`src/rtl/twomux_arbiter_if.sv`:
```
// Handshake and data bundle between the two source streams, the arbiter and the mux stage.
// Ports: a_* / b_* valid-ready source streams, dina/dinb/sel toward the mux,
//        and dout_valid/dout_ready qualifying the mux output toward the consumer.
// slave modport: the arbiter side. master modport: the environment (sources and consumer).
interface twomux_arbiter_if #(
  parameter int WIDTH = 4
);
  logic [WIDTH-1:0] a_data;
  logic             a_valid;
  logic             a_ready;
  logic [WIDTH-1:0] b_data;
  logic             b_valid;
  logic             b_ready;
  logic [WIDTH-1:0] dina;
  logic [WIDTH-1:0] dinb;
  logic             sel;
  logic             dout_valid;
  logic             dout_ready;

  modport slave (
    input  a_data, a_valid, b_data, b_valid, dout_ready,
    output a_ready, b_ready, dina, dinb, sel, dout_valid
  );

  modport master (
    output a_data, a_valid, b_data, b_valid, dout_ready,
    input  a_ready, b_ready, dina, dinb, sel, dout_valid
  );
endinterface

```
`src/rtl/twomux_arbiter.sv`:
```
// Purpose: buffers source streams A and B in small FIFOs and arbitrates them onto the 4-bit mux.
// Latency: word pushed into an empty FIFO at edge N (arbiter idle) is presented after edge N+1.
// Backpressure: a granted word holds sel/dina/dinb/dout_valid until dout_ready; x_ready = !full_x.
//
// Ports: clk, rst_n (async, active-low), bus (twomux_arbiter_if.slave):
//   a_data/a_valid/a_ready, b_data/b_valid/b_ready  source streams
//   dina/dinb  FIFO heads to the mux; sel 1 = pass dina (grant A), 0 = pass dinb (grant B)
//   dout_valid/dout_ready  mux output qualification toward the consumer
// Build option: define TWOMUX_ARB_PRIO_EN for fixed priority (A always wins when pending);
// the default build is round-robin.

// Small circular buffer; caller guarantees no push when full and no pop when empty.
module twomux_arbiter_fifo #(
  parameter int WIDTH = 4,
  parameter int DEPTH = 2
) (
  input  logic                   clk,
  input  logic                   rst_n,
  input  logic                   push,
  input  logic [WIDTH-1:0]       push_dat,
  input  logic                   pop,
  output logic [WIDTH-1:0]       head_dat,
  output logic [$clog2(DEPTH):0] count,
  output logic                   full
);
  localparam int AW = $clog2(DEPTH);
  localparam int CW = AW + 1;

  logic [WIDTH-1:0] mem_q [DEPTH];
  logic [WIDTH-1:0] mem_d [DEPTH];
  logic [AW-1:0]    wr_ptr_q, wr_ptr_d;
  logic [AW-1:0]    rd_ptr_q, rd_ptr_d;
  logic [CW-1:0]    cnt_q, cnt_d;

  always_comb begin
    mem_d    = mem_q;
    wr_ptr_d = wr_ptr_q;
    rd_ptr_d = rd_ptr_q;
    cnt_d    = cnt_q;
    // Pointers are AW bits wide, so the increment wraps modulo DEPTH (power of two).
    if (push) begin
      mem_d[wr_ptr_q] = push_dat;
      wr_ptr_d        = wr_ptr_q + AW'(1);
    end
    if (pop) begin
      rd_ptr_d = rd_ptr_q + AW'(1);
    end
    case ({push, pop})
      2'b10:   cnt_d = cnt_q + CW'(1);
      2'b01:   cnt_d = cnt_q - CW'(1);
      default: cnt_d = cnt_q;
    endcase
  end

  always_ff @(posedge clk or negedge rst_n) begin
    if (!rst_n) begin
      for (int i = 0; i < DEPTH; i++) begin
        mem_q[i] <= '0;
      end
      wr_ptr_q <= '0;
      rd_ptr_q <= '0;
      cnt_q    <= '0;
    end else begin
      mem_q    <= mem_d;
      wr_ptr_q <= wr_ptr_d;
      rd_ptr_q <= rd_ptr_d;
      cnt_q    <= cnt_d;
    end
  end

  assign head_dat = mem_q[rd_ptr_q];
  assign count    = cnt_q;
  assign full     = (cnt_q == CW'(DEPTH));
endmodule

module twomux_arbiter #(
  parameter int WIDTH = 4,
  parameter int DEPTH = 2
) (
  input  logic             clk,
  input  logic             rst_n,
  twomux_arbiter_if.slave  bus
);
  localparam int CW = $clog2(DEPTH) + 1;
  localparam logic [CW-1:0] CNT_ONE = CW'(1);

  typedef enum logic [1:0] {
    IDLE  = 2'd0,
    GNT_A = 2'd1,
    GNT_B = 2'd2
  } state_e;

  state_e         state_q, state_d;
  logic           sel_q, sel_d;
`ifndef TWOMUX_ARB_PRIO_EN
  logic           last_a_q, last_a_d;   // 1 = A was granted most recently
`endif

  logic [WIDTH-1:0] head_a, head_b;
  logic [CW-1:0]    cnt_a, cnt_b;
  logic             full_a, full_b;
  logic             push_a, push_b;
  logic             pop_a, pop_b;
  logic             arb, pend_a, pend_b, gnt_a, gnt_b;

  assign push_a = bus.a_valid && !full_a;
  assign push_b = bus.b_valid && !full_b;
  // A grant is only ever issued for a non-empty FIFO, so the pop never underflows.
  assign pop_a  = (state_q == GNT_A) && bus.dout_ready;
  assign pop_b  = (state_q == GNT_B) && bus.dout_ready;

  twomux_arbiter_fifo #(.WIDTH(WIDTH), .DEPTH(DEPTH)) u_fifo_a (
    .clk      (clk),
    .rst_n    (rst_n),
    .push     (push_a),
    .push_dat (bus.a_data),
    .pop      (pop_a),
    .head_dat (head_a),
    .count    (cnt_a),
    .full     (full_a)
  );

  twomux_arbiter_fifo #(.WIDTH(WIDTH), .DEPTH(DEPTH)) u_fifo_b (
    .clk      (clk),
    .rst_n    (rst_n),
    .push     (push_b),
    .push_dat (bus.b_data),
    .pop      (pop_b),
    .head_dat (head_b),
    .count    (cnt_b),
    .full     (full_b)
  );

  always_comb begin
    state_d = state_q;
    sel_d   = sel_q;
`ifndef TWOMUX_ARB_PRIO_EN
    last_a_d = last_a_q;
`endif
    arb    = 1'b0;
    pend_a = 1'b0;
    pend_b = 1'b0;

    // Occupancy is judged from the registered counts: same-edge pushes are
    // invisible, and the granted source is judged post-pop (count > 1).
    case (state_q)
      IDLE: begin
        arb    = 1'b1;
        pend_a = (cnt_a != '0);
        pend_b = (cnt_b != '0);
      end
      GNT_A: begin
        arb    = bus.dout_ready;
        pend_a = (cnt_a > CNT_ONE);
        pend_b = (cnt_b != '0);
      end
      GNT_B: begin
        arb    = bus.dout_ready;
        pend_a = (cnt_a != '0);
        pend_b = (cnt_b > CNT_ONE);
      end
      default: begin
        arb = 1'b1;
      end
    endcase

`ifdef TWOMUX_ARB_PRIO_EN
    gnt_a = pend_a;
`else
    // On contention hand the grant to whichever source did not win last time.
    gnt_a = pend_a && (!pend_b || !last_a_q);
`endif
    gnt_b = pend_b && !gnt_a;

    if (arb) begin
      if (gnt_a) begin
        state_d = GNT_A;
        sel_d   = 1'b1;
      end else if (gnt_b) begin
        state_d = GNT_B;
        sel_d   = 1'b0;
      end else begin
        state_d = IDLE;   // sel deliberately keeps its last value
      end
`ifndef TWOMUX_ARB_PRIO_EN
      if (gnt_a || gnt_b) begin
        last_a_d = gnt_a;
      end
`endif
    end
  end

  always_ff @(posedge clk or negedge rst_n) begin
    if (!rst_n) begin
      state_q  <= IDLE;
      sel_q    <= 1'b0;
`ifndef TWOMUX_ARB_PRIO_EN
      last_a_q <= 1'b0;   // pretend B won last so A is favoured first
`endif
    end else begin
      state_q  <= state_d;
      sel_q    <= sel_d;
`ifndef TWOMUX_ARB_PRIO_EN
      last_a_q <= last_a_d;
`endif
    end
  end

  assign bus.a_ready    = !full_a;
  assign bus.b_ready    = !full_b;
  assign bus.dina       = head_a;
  assign bus.dinb       = head_b;
  assign bus.sel        = sel_q;
  assign bus.dout_valid = (state_q != IDLE);
endmodule
```
`src/flat_wrapper.sv`:
```
// flat-port wrapper written by rule: the top's interface ports become plain ports
module twomux_arbiter_flat 
#(
  parameter int WIDTH = 4,
  parameter int DEPTH = 2
)
  (clk, rst_n, bus_a_data, bus_a_valid, bus_b_data, bus_b_valid, bus_dout_ready, bus_a_ready, bus_b_ready, bus_dina, bus_dinb, bus_sel, bus_dout_valid);
  twomux_arbiter_if #(.WIDTH(WIDTH)) bus_i ();
  input  logic clk;
  input  logic rst_n;
  input wire logic [$bits(bus_i.a_data)-1:0] bus_a_data;
  input wire logic [$bits(bus_i.a_valid)-1:0] bus_a_valid;
  input wire logic [$bits(bus_i.b_data)-1:0] bus_b_data;
  input wire logic [$bits(bus_i.b_valid)-1:0] bus_b_valid;
  input wire logic [$bits(bus_i.dout_ready)-1:0] bus_dout_ready;
  output wire logic [$bits(bus_i.a_ready)-1:0] bus_a_ready;
  output wire logic [$bits(bus_i.b_ready)-1:0] bus_b_ready;
  output wire logic [$bits(bus_i.dina)-1:0] bus_dina;
  output wire logic [$bits(bus_i.dinb)-1:0] bus_dinb;
  output wire logic [$bits(bus_i.sel)-1:0] bus_sel;
  output wire logic [$bits(bus_i.dout_valid)-1:0] bus_dout_valid;
  assign bus_i.a_data = bus_a_data;
  assign bus_i.a_valid = bus_a_valid;
  assign bus_i.b_data = bus_b_data;
  assign bus_i.b_valid = bus_b_valid;
  assign bus_i.dout_ready = bus_dout_ready;
  assign bus_a_ready = bus_i.a_ready;
  assign bus_b_ready = bus_i.b_ready;
  assign bus_dina = bus_i.dina;
  assign bus_dinb = bus_i.dinb;
  assign bus_sel = bus_i.sel;
  assign bus_dout_valid = bus_i.dout_valid;
  twomux_arbiter #(.WIDTH(WIDTH), .DEPTH(DEPTH)) u_core (.clk(clk), .rst_n(rst_n), .bus(bus_i));
endmodule
```
`config.mk`:
```
export PLATFORM = sky130hd
export DESIGN_NAME = twomux_arbiter_flat
export DESIGN_NICKNAME = d
export VERILOG_FILES = /design/src/rtl/twomux_arbiter_if.sv /design/src/rtl/twomux_arbiter.sv /design/src/flat_wrapper.sv
export SDC_FILE = /design/constraint.sdc
export NUM_CORES = 1
export LEC_CHECK = 0
export BUFFER_PORTS_ARGS = -buffer_cell sky130_fd_sc_hd__buf_4
export CORE_AREA = 2 2 77 57
export CTS_CLUSTER_DIAMETER = 100
export DETAILED_ROUTE_END_ITERATION = 10
export DIE_AREA = 0 0 79 59
export PLACE_DENSITY_LB_ADDON = 0.1
export SYNTH_ARGS = -nofsm -noshare
export SYNTH_HDL_FRONTEND = slang
export SYNTH_HIERARCHICAL = 1
export SYNTH_SLANG_ARGS = --single-unit
```
`constraint.sdc`:
```
create_clock -name clk -period 2.7 [get_ports clk]
set_input_delay 0.27 -clock clk [delete_from_list [all_inputs] [get_ports clk]]
set_output_delay 0.27 -clock clk [all_outputs]
set_load 0.01 [all_outputs]
```
### After elaboration in Yosys (flattened, before gate mapping)

Cells that the tools add are included.

* reduce and logical (&&, ||, !) cells: 27
* eq/ne operators: 8
* multiplexer cells: 21
* add/sub/neg operators: 8
* bitwise logic cells: 4
* $lt $le $gt $ge: 8

Operators by type and width (count)
* 4-bit 2-to-1 mux: 8
* 8-bit bitwise mux: 2
* 2-bit nonzero test: 6
* 2-bit equality test, second input constant: 5
* 4-bit demux with 1-bit select: 2
* 2-bit >= comparator, second input constant: 4
* 1-bit logical AND: 8
* 1-bit NOT with 2-bit output: 4
* 2-bit one-hot mux with 2 select lines: 2
* 2-bit by 1-bit equality test with 1-bit output, second input constant: 3
* 2-bit OR reduction: 3
* 1-bit logical NOT: 5
* 1-bit adder, second input constant: 4
* 2-bit by 1-bit adder with 2-bit output, second input constant: 2
* 2-bit by 1-bit > comparator with 1-bit output, second input constant: 2
* 2-bit by 1-bit less-than comparator with 1-bit output, second input constant: 2
* 2-bit 2-to-1 mux: 2
* 1-bit one-hot mux with 2 select lines: 2
* 2-bit AND reduction: 2
* 2-bit by 1-bit subtractor with 2-bit output, second input constant: 2
* 1-bit 2-to-1 mux: 3
* 2-bit logical NOT: 1
* 1-bit logical OR: 2

* input bits: 13
* flip-flop bits (word level): 28

### Depth between registers and ports, before layout

Gate-level depths: netlist of run 1.

* depth in word-level cells: 10
* mapped depth: 7

### Modules after synthesis

The synthesis of run 1 kept the hierarchy.

Modules (own cells, without submodules)
* twomux_arbiter_fifo: seq. area each 300.3 um^2, times used 2, area each 523.0 um^2, cells each 35
* twomux_arbiter: seq. area each 75.1 um^2, times used 1, area each 260.2 um^2, cells each 32

### Worst setup path after synthesis of run 1

No wires, ideal clock.

* path kind: register to register
* from: reg u_core.u_fifo_b.cnt_q[1], in the netlist u_core/u_fifo_b/count[1]
* to: reg u_core.u_fifo_b.cnt_q[1], in the netlist u_core/u_fifo_b/count[1]
* required time: 2.621 ns
* clock period less this slack: 1.531 ns
* cell stages (with the launch flop): 7
* data arrival time: 1.452 ns
* slack: 1.169 ns
* buffers on the path: 0
* path through: dfrtp_1 -> nor2b_1 -> nor2b_1 -> inv_2 -> ha_1 -> nor2_1 -> xor2_1

* word-level cells in the longest chain between the ends: 5

RTL lines
* start: declaration: RTL line twomux_arbiter.sv:33 `logic [CW-1:0] cnt_q, cnt_d;`
* start signal: assignment: RTL line twomux_arbiter.sv:67 `cnt_q <= cnt_d;`
* 2-bit equality test (*): RTL line twomux_arbiter.sv:73 `assign full = (cnt_q == CW'(DEPTH));`
* via u_core.full_b: RTL line twomux_arbiter.sv:101 `logic full_a, full_b;`
* 1-bit logical NOT (*): RTL line twomux_arbiter.sv:107 `assign push_b = bus.b_valid && !full_b;`
* 1-bit logical AND (*): RTL line twomux_arbiter.sv:107
* via u_core.push_b: RTL line twomux_arbiter.sv:102 `logic push_a, push_b;`
* 2-bit by 1-bit equality test with 1-bit output / 2-bit equality test (equally long branches): RTL line twomux_arbiter.sv:48 `case ({push, pop})`
* 2-bit one-hot mux with 2 select lines / 2-bit nonzero test (equally long branches)

The timed path passes the listed nets; every way through them passes the cells marked *.
A chain may end at the register's enable or synchronous reset.

### Worst setup path in the final report of run 1

Same ends and word-level chain as after synthesis.

==> out/metrics.csv, run 1 <==
metric,value,unit
outcome,completed,
detailed-placement wirelength estimate,1780,um
placed insts,178,
GRT Util Overall,10.9,%
Max stage delay on crit path,0.44,ns
#FFs+latches synth,27,
Pins Over Slew Limit,0,
starting density of the core,33.9,%
asr flop ratio synth,100,%
wire length per cell,12.4,um
"top cells by count, synth","dfrtp_1 (27), mux2_2 (14), mux2_1 (10)",
TritonCTS clock tree,built,
number of global-route vias before repair,820,
overall power,1.93,mW
Psw,0.689,mW
Pwr per Cell Area,1200,mW/mm2
area of the multi-input gates,601,um2
Setup crit end kind,flip-flop,
Critical Path RT,2.90,ns
Critical path buffers and inverters,1,
post-synth cell types,24,
CTS HTree Levels,1,
initial antenna violation count,0,
sequential share of power,40.9,%
Mapped Avg Cell Area,12.8,um2
Setup TNS,0,ns
Worst Skew,0.00510,ns
post-synthesis net count,121,
port bufs,24,
Tcrit/Tclk final,62.0,%
Pleak,0.725,nW
Worst Hold Class,in2reg,
remaining global-route overflow,0,
DR vias/cell,4.43,
most frequent cell after synthesis,dfrtp_1,
crit-path cells,"nor2b_1, nor2b_1, inv_2, ha_1, nor2_1, xor2_1",
DRT Wirelength,2270,um
Die Y,59,um
Worst Tran Pin Value,0.391,ns
CP Data Arrival Time,1.87,ns
slack of the critical path,1.03,ns
fillcell total,371,
FP Rows,19,
GP Congestion,0.865,
core box area,0.00385,mm2
kind of critical path,reg2reg,
Pre-antenna DRT Iters,4,
Post-synth EDFFs,0,
Synth top area share,51.7,%
crit-path max FO,5,
drt drc,0,
CTS clock-pin slew for the worst setup and hold paths,0.09,ns
final hold vios,0,
area added between synthesis and finish,23.3,%
sequential fraction of the synthesis area,51.7,%
slowest CP cell,dfrtp_1,
fraction of layout cells with a size suffix above 1,37.4,%
CP startpoint kind,flip-flop,
dpl ws,1.02,ns
Achievable Freq,598,MHz
largest net degree at the start of global routing,28,
Worst-Skew Late Latency,0.27,ns
Max clock buf depth,2,
Rel. slew slack,73.8,%
Yosys warnings,6,
Crit path max-delay family,simple AND/OR/NAND/NOR gates,
fin cells,183,
PostCTS Resize Cnt,0,
Nets,151,
1st-iter DRT viols,21,
first-pass GRT wire length,3830,um
# Max-Cap Violations,0,
clock sink count,27,
post-route ant nets,0,
Cell Int Power,1.24,mW
Clk network pwr share,11.9,%
total number of vias,810,
Antenna Cells,0,
ys flop type,dfrtp_1,
Post-Synthesis Cells,102,
RSZ-0062 raised after global routing,false,
# IOs,25,
cell mode on critical path,nor2b_1,
largest cells by area after synthesis,"dfrtp_1 (52%), mux2_2 (12%), mux2_1 (8.6%), ha_1 (5.7%), xor2_1 (4.0%)",
Root Buffer,clkbuf_8,
worst vdd ir,0.000420,V
"Cell Area, Synth",0.00131,mm2
final worst path period need,1.67,ns
Sw Ratio,35.7,%
CTS Buf Count,3,
combinational share of power,47.2,%
leading area contributor after synthesis,dfrtp_1,
Die X,79,um
die area,0.00466,mm2
total area of sequential cells,676,um2
final setup violating endpoints,0,
## sequential cells by signal (all words and copies together) (netlist names)
name	count
u_core/u_fifo_b/rd_ptr_q	1
u_core/state_q	2
u_core/u_fifo_a/rd_ptr_q	1
u_core/u_fifo_a/wr_ptr_q	1
u_core/u_fifo_a/mem_q	8
u_core/u_fifo_b/wr_ptr_q	1
u_core/u_fifo_a/count	2
u_core/u_fifo_b/count	2
u_core/bus.sel	1
u_core/u_fifo_b/mem_q	8
## per-layer routing
| metal | vias up | GRT usage (%) | share of wire (%) |
|---|---|---|---|
| met1 | 388 | 14.0 | 49 |
| met2 | 13 | 17.7 | 46 |
| li1 | 407 | - | - |
| met3 | 2 | 3.66 | 4.5 |
| met5 | - | 0 | 0 |
| met4 | 0 | 3.69 | 0.71 |
## per-stage QoR
| step | util, % | cell area, um2 | hold WS (ns) |
|---|---|---|---|
| 5_1_grt | 41.8 | 1610 | 0.206 |
| 2_1_floorplan | - | 1310 | -0.0256 |
| 4_1_cts | 41.8 | 1610 | 0.214 |
| 6_report | 41.8 | 1610 | 0.221 |
| 3_5_place_dp | 40.3 | 1550 | 0.205 |
| 3_3_place_gp | 40.3 | 1550 | 0.202 |
## layout by cell type (no fill, tap or decap)
master         Yosys  layout
dfrtp_1           27      27
buf_4              0      24
mux2_2            14      14
mux2_1            10      10
inv_1              6       6
ha_1               6       6
xor2_1             6       6
nor2b_1            5       5
nor2_1             4       4
xnor2_1            4       4
clkbuf_8           0       3
a211oi_1           2       2
nand2_1            2       2
inv_2              2       2
nor2_4             2       2
nand2_2            2       2
clkinvlp_4         0       1
dlygate4sd3_1      0       1
and2_2             1       1
and2_1             1       1
or4_1              1       1
o21ai_0            1       1
nor4_1             1       1
a21oi_1            1       1
o21ai_1            1       1
nor3_1             1       1
o21bai_1           1       1
o41ai_1            1       1
## what timing repair did
item / CTS / global route
hold endpoints to repair: 27 / 0
hold buffers: 1 / 0
setup buffers: 0 / 0
## power groups by stage
stage | clock, mW | sequential (mW) | combinational, mW
2_1_floorplan | 0 | 0.758 | 0.629
3_3_place_gp | 0 | 0.792 | 0.919
3_5_place_dp | 0 | 0.802 | 0.926
4_1_cts | 0.242 | 0.792 | 0.934
5_1_grt | 0.260 | 0.823 | 1.00
6_report | 0.230 | 0.790 | 0.912
## area by class of cell
type	count	area share, %
sequential	27	42.0
multi-input combinational	67	37.3
timing repair buffer	25	11.8
tap	52	4.04
clock buffer	3	2.56
inverter	8	1.86
clock inverter	1	0.466
## cell families after synthesis
kind of cell               count (synthesis)  synth area share, %
and+or+nand+nor                           20                 9.29
adders and majority gates                  6                 5.75
xor gates and xnor gates                  10                 6.70
muxes                                     24                 20.7
AOI/OAI and AO/OA                          7                 3.54
buffers and inverters                      8                 2.30
DFF                                       27                 51.7
## worst register-to-register path, cell delays in order, from the launching register on
cell	delay, ns
dfrtp_1	0.44
nor2b_1	0.16
nor2b_1	0.28
inv_2	0.10
ha_1	0.33
nor2_1	0.14
xor2_1	0.16
## path summary, 6_finish.rpt
check | startpoint | to | slack (ns) | depth (start not counted)
max in group asynchronous | rst_n | u_core/u_fifo_a/wr_ptr_q | 2.00 | 2
hold / removal | bus_a_data[1] | u_core/u_fifo_a/mem_q[5] | 0.22 | 2
min in group asynchronous | rst_n | u_core/u_fifo_b/mem_q[7] | 0.44 | 2
setup / recovery | u_core/u_fifo_b/count[1] | u_core/u_fifo_b/count[1] | 1.03 | 6
setup reg to reg | u_core/u_fifo_b/count[1] | u_core/u_fifo_b/count[1] | 1.03 | 6
hold reg to reg | u_core/u_fifo_b/mem_q[7] | u_core/u_fifo_b/mem_q[7] | 0.49 | 1
Note: power is estimated with default switching activity, not from simulation.
==> inputs of run 2 (changes only) <==
Settings changed: ABC_AREA set to 1, CORE_AREA 2 2 77 57 to 2 2 79 59, DIE_AREA 0 0 79 59 to 0 0 81 61.
Clock period 2.7 ns to 1.8 ns, I/O delays scaled along.
==> run 2 against run 1 <==
Global-route usage grew 0.89 points. Sequential power up 46%. First-iteration DRC count rose by 62%. Maximum frequency up 6.1%. Clock power is 53% higher. Sequential share of layout area shrank 1.8 points. Hold slack worse by 0.058 ns. Design area grew 4.4%. Total power rose by 48%. Final cell count is 39% higher. Die area is 6.0% higher.
==> out/metrics.csv, run 2 <==
metric,value,unit,change
Pins Over Slew Limit,0,,unchanged
hold path depth,3,,was 2
Tcrit/Tclk final,87.6,%,was 62.0%
CTS clock-pin slew for the worst setup and hold paths,0.10,ns,was 0.09 ns
clock sink count,27,,unchanged
"most common cell after layout, fill and taps aside",nand2_1,,was dfrtp_1
ys flop type,dfrtp_1,,unchanged
GRT Util Overall,11.8,%,was 10.9%
cell mode on critical path,nor2_1,,was nor2b_1
"Cell Area, Synth",0.00141,mm2,was 0.00131 mm2
Yosys warnings,6,,unchanged
largest cells by area after synthesis,"dfrtp_1 (48%), nand2_1 (14%), inv_1 (9.3%), o21ai_0 (5.7%), ha_1 (5.3%)",,"was dfrtp_1 (52%), mux2_2 (12%), mux2_1 (8.6%), ha_1 (5.7%), xor2_1 (4.0%)"
worst reg2reg setup slack,0.22,ns,was 1.03 ns
Setup crit end kind,flip-flop,,unchanged
DRT Wirelength,2590,um,was 2270 um
combinational share of power,47.6,%,was 47.2%
Max clock buf depth,2,,unchanged
Hold Crit Start,bus_a_data[1],,unchanged
r2r endpoint,u_core/u_fifo_b/mem_q[6],,was u_core/u_fifo_b/count[1]
Worst Hold Class,in2reg,,unchanged
die area,0.00494,mm2,was 0.00466 mm2
leading area contributor after synthesis,dfrtp_1,,unchanged
Root Buffer,clkbuf_8,,unchanged
TritonCTS clock tree,built,,unchanged
"top cells by count, synth","nand2_1 (52), inv_1 (35), dfrtp_1 (27)",,"was dfrtp_1 (27), mux2_2 (14), mux2_1 (10)"
slowest CP cell,dfrtp_1,,unchanged
detailed-placement wirelength estimate,1980,um,was 1780 um
GP Congestion,0.714,,was 0.865
CTS Buf Count,3,,unchanged
post-route ant nets,0,,unchanged
port bufs,24,,unchanged
Nets,220,,was 151
DR vias/cell,4.20,,was 4.43
Worst-Skew Late Latency,0.27,ns,about the same
final setup violating endpoints,0,,unchanged
final core utilization,40.5,%,was 41.8%
1st-iter DRT viols,34,,was 21
# Max-Cap Violations,0,,unchanged
outcome,completed,,unchanged
CP startpoint kind,flip-flop,,unchanged
Clk network pwr share,12.3,%,was 11.9%
Setup TNS,0,ns,unchanged
post-synth cell types,19,,was 24
kind of critical path,reg2reg,,unchanged
Synth top area share,48.0,%,was 51.7%
sequential share of power,40.1,%,was 40.9%
drt drc,0,,unchanged
remaining global-route overflow,0,,unchanged
biggest regs,"u_core/u_fifo_a/mem_q x8, u_core/u_fifo_b/mem_q x8",,unchanged
Final Instance Area,0.00168,mm2,was 0.00161 mm2
sequential fraction of the synthesis area,48.0,%,was 51.7%
Rel. slew slack,59.7,%,was 73.8%
Mapped Avg Cell Area,8.04,um2,was 12.8 um2
FP Rows,20,,was 19
crit-path max FO,9,,was 5
final worst path period need,1.58,ns,was 1.67 ns
Die Y,61,um,was 59 um
post-synthesis net count,194,,was 121
Worst Tran Pin Value,0.605,ns,was 0.391 ns
final hold vios,0,,unchanged
Sw Ratio,41.4,%,was 35.7%
initial antenna violation count,0,,unchanged
Pwr per Cell Area,1700,mW/mm2,was 1200 mW/mm2
most frequent cells in the layout,"nand2_1 (52), inv_1 (35), dfrtp_1 (27)",,"was dfrtp_1 (27), buf_4 (24), mux2_2 (14)"
Antenna Cells,0,,unchanged
Worst Skew,0.00606,ns,was 0.00510 ns
starting density of the core,33.9,%,about the same
overall power,2.86,mW,was 1.93 mW
hold worst-path end,u_core/u_fifo_a/mem_q[5],,unchanged
area added between synthesis and finish,19.6,%,was 23.3%
R2R depth,7,,was 6
Cell Int Power,1.67,mW,was 1.24 mW
DP Area,0.00162,mm2,was 0.00155 mm2
# IOs,25,,unchanged
Post-synth EDFFs,0,,unchanged
largest net degree at the start of global routing,28,,unchanged
number of global-route vias before repair,984,,was 820
crit-path cells,"inv_1, nor2_1, nor2_1, inv_2, or2_0, nand2_1, o21ai_2",,"was nor2b_1, nor2b_1, inv_2, ha_1, nor2_1, xor2_1"
Die X,81,um,was 79 um
wire length per cell,10.2,um,was 12.4 um
fraction of layout cells with a size suffix above 1,19.5,%,was 37.4%
Max stage delay on crit path,0.42,ns,was 0.44 ns
RSZ-0062 raised after global routing,false,,unchanged
Post-Synthesis Cells,175,,was 102
R2R Path Start,u_core/u_fifo_b/count[1],,unchanged
CP Data Arrival Time,1.73,ns,was 1.87 ns
Pleak,0.915,nW,was 0.725 nW
Psw,1.18,mW,was 0.689 mW
asr flop ratio synth,100,%,unchanged
Critical Path RT,1.95,ns,was 2.90 ns
#FFs+latches synth,27,,unchanged
Achievable Freq,634,MHz,was 598 MHz
worst vdd ir,0.000639,V,was 0.000420 V
total number of vias,1072,,was 810
CTS HTree Levels,1,,unchanged
Pre-antenna DRT Iters,4,,unchanged
core box area,0.00415,mm2,was 0.00385 mm2
most frequent cell after synthesis,nand2_1,,was dfrtp_1
first-pass GRT wire length,4410,um,was 3830 um
[run 2: metal layers]
metal	share of wire (%)	track usage [%]	routed length, um	vias up
met5	0	0	0	-
met4	1.5	4.36	39	0
met3	3.9	2.68	102	4
met2	45	19.8	1180	19
met1	49	15.2	1270	474
li1	-	-	-	575
[run 2: logic make-up after synthesis]
family / synth area share [%]
XOR/XNOR: 2.49
AND/OR/NAND/NOR: 20.4
flip-flops: 48.0
AO/OA/AOI/OAI: 11.6
adder cells (fa/ha/maj): 5.34
buffers and inverters: 12.2
[run 2: what timing repair did]
| action | CTS | global route |
|---|---|---|
| setup buffers | 0 | 0 |
| gates resized for setup | 0 | 0 |
| hold buffers | 1 | 0 |
| hold endpoints to repair | 27 | 0 |
[run 2: cell type report]
cell class	instances	area [um2]
inverters	37	139
fillers	455	2470
multi-input cells	107	559
repair buffers	25	190
clock buffers	3	41.3
flip-flops and latches	27	676
clock inverters	1	7.51
well taps	55	68.8
[run 2: through the flow]
stage	instances	setup slack (ns)	hold slack (ns)
after floorplan	175	0.429	-0.116
after global placement	250	0.252	0.117
after detailed placement	250	0.249	0.125
after CTS	255	0.217	0.158
after global routing	255	0.0140	0.162
final	255	0.223	0.163
[run 2: how the worst max path moves through the flow]
| stage | start | endpoint | slack (ns) |
|---|---|---|---|
| CTS | u_core/u_fifo_b/count[1] | u_core/u_fifo_b/mem_q[6] | 0.22 |
| detailed placement | u_core/u_fifo_a/count[0] | u_core/u_fifo_a/mem_q[6] | 0.25 |
| floorplan | u_core/state_q[0] | u_core/u_fifo_b/count[1] | 0.43 |
| global route | u_core/u_fifo_b/count[0] | u_core/u_fifo_b/mem_q[6] | 0.01 |
| global placement | u_core/u_fifo_a/count[1] | u_core/u_fifo_a/mem_q[6] | 0.25 |
| finish | u_core/u_fifo_b/count[1] | u_core/u_fifo_b/mem_q[6] | 0.22 |
[run 2: power groups by stage]
stage                     Combinational, mW  Sequential (mW)  Clock [mW]
final                                  1.36             1.15       0.352
after global routing                   1.57             1.20       0.403
after CTS                              1.38             1.15       0.375
after detailed placement               1.37             1.16           0
after global placement                 1.34             1.15           0
after floorplan                        1.02             1.07           0
[run 2: worst max-delay path: cells and delay by family (launching register included)]
family	cells	cell delay, ns
AND/OR/NAND/NOR	4	0.83
flip-flops	1	0.42
buffers and inverters	2	0.16
AO/OA/AOI/OAI	1	0.06
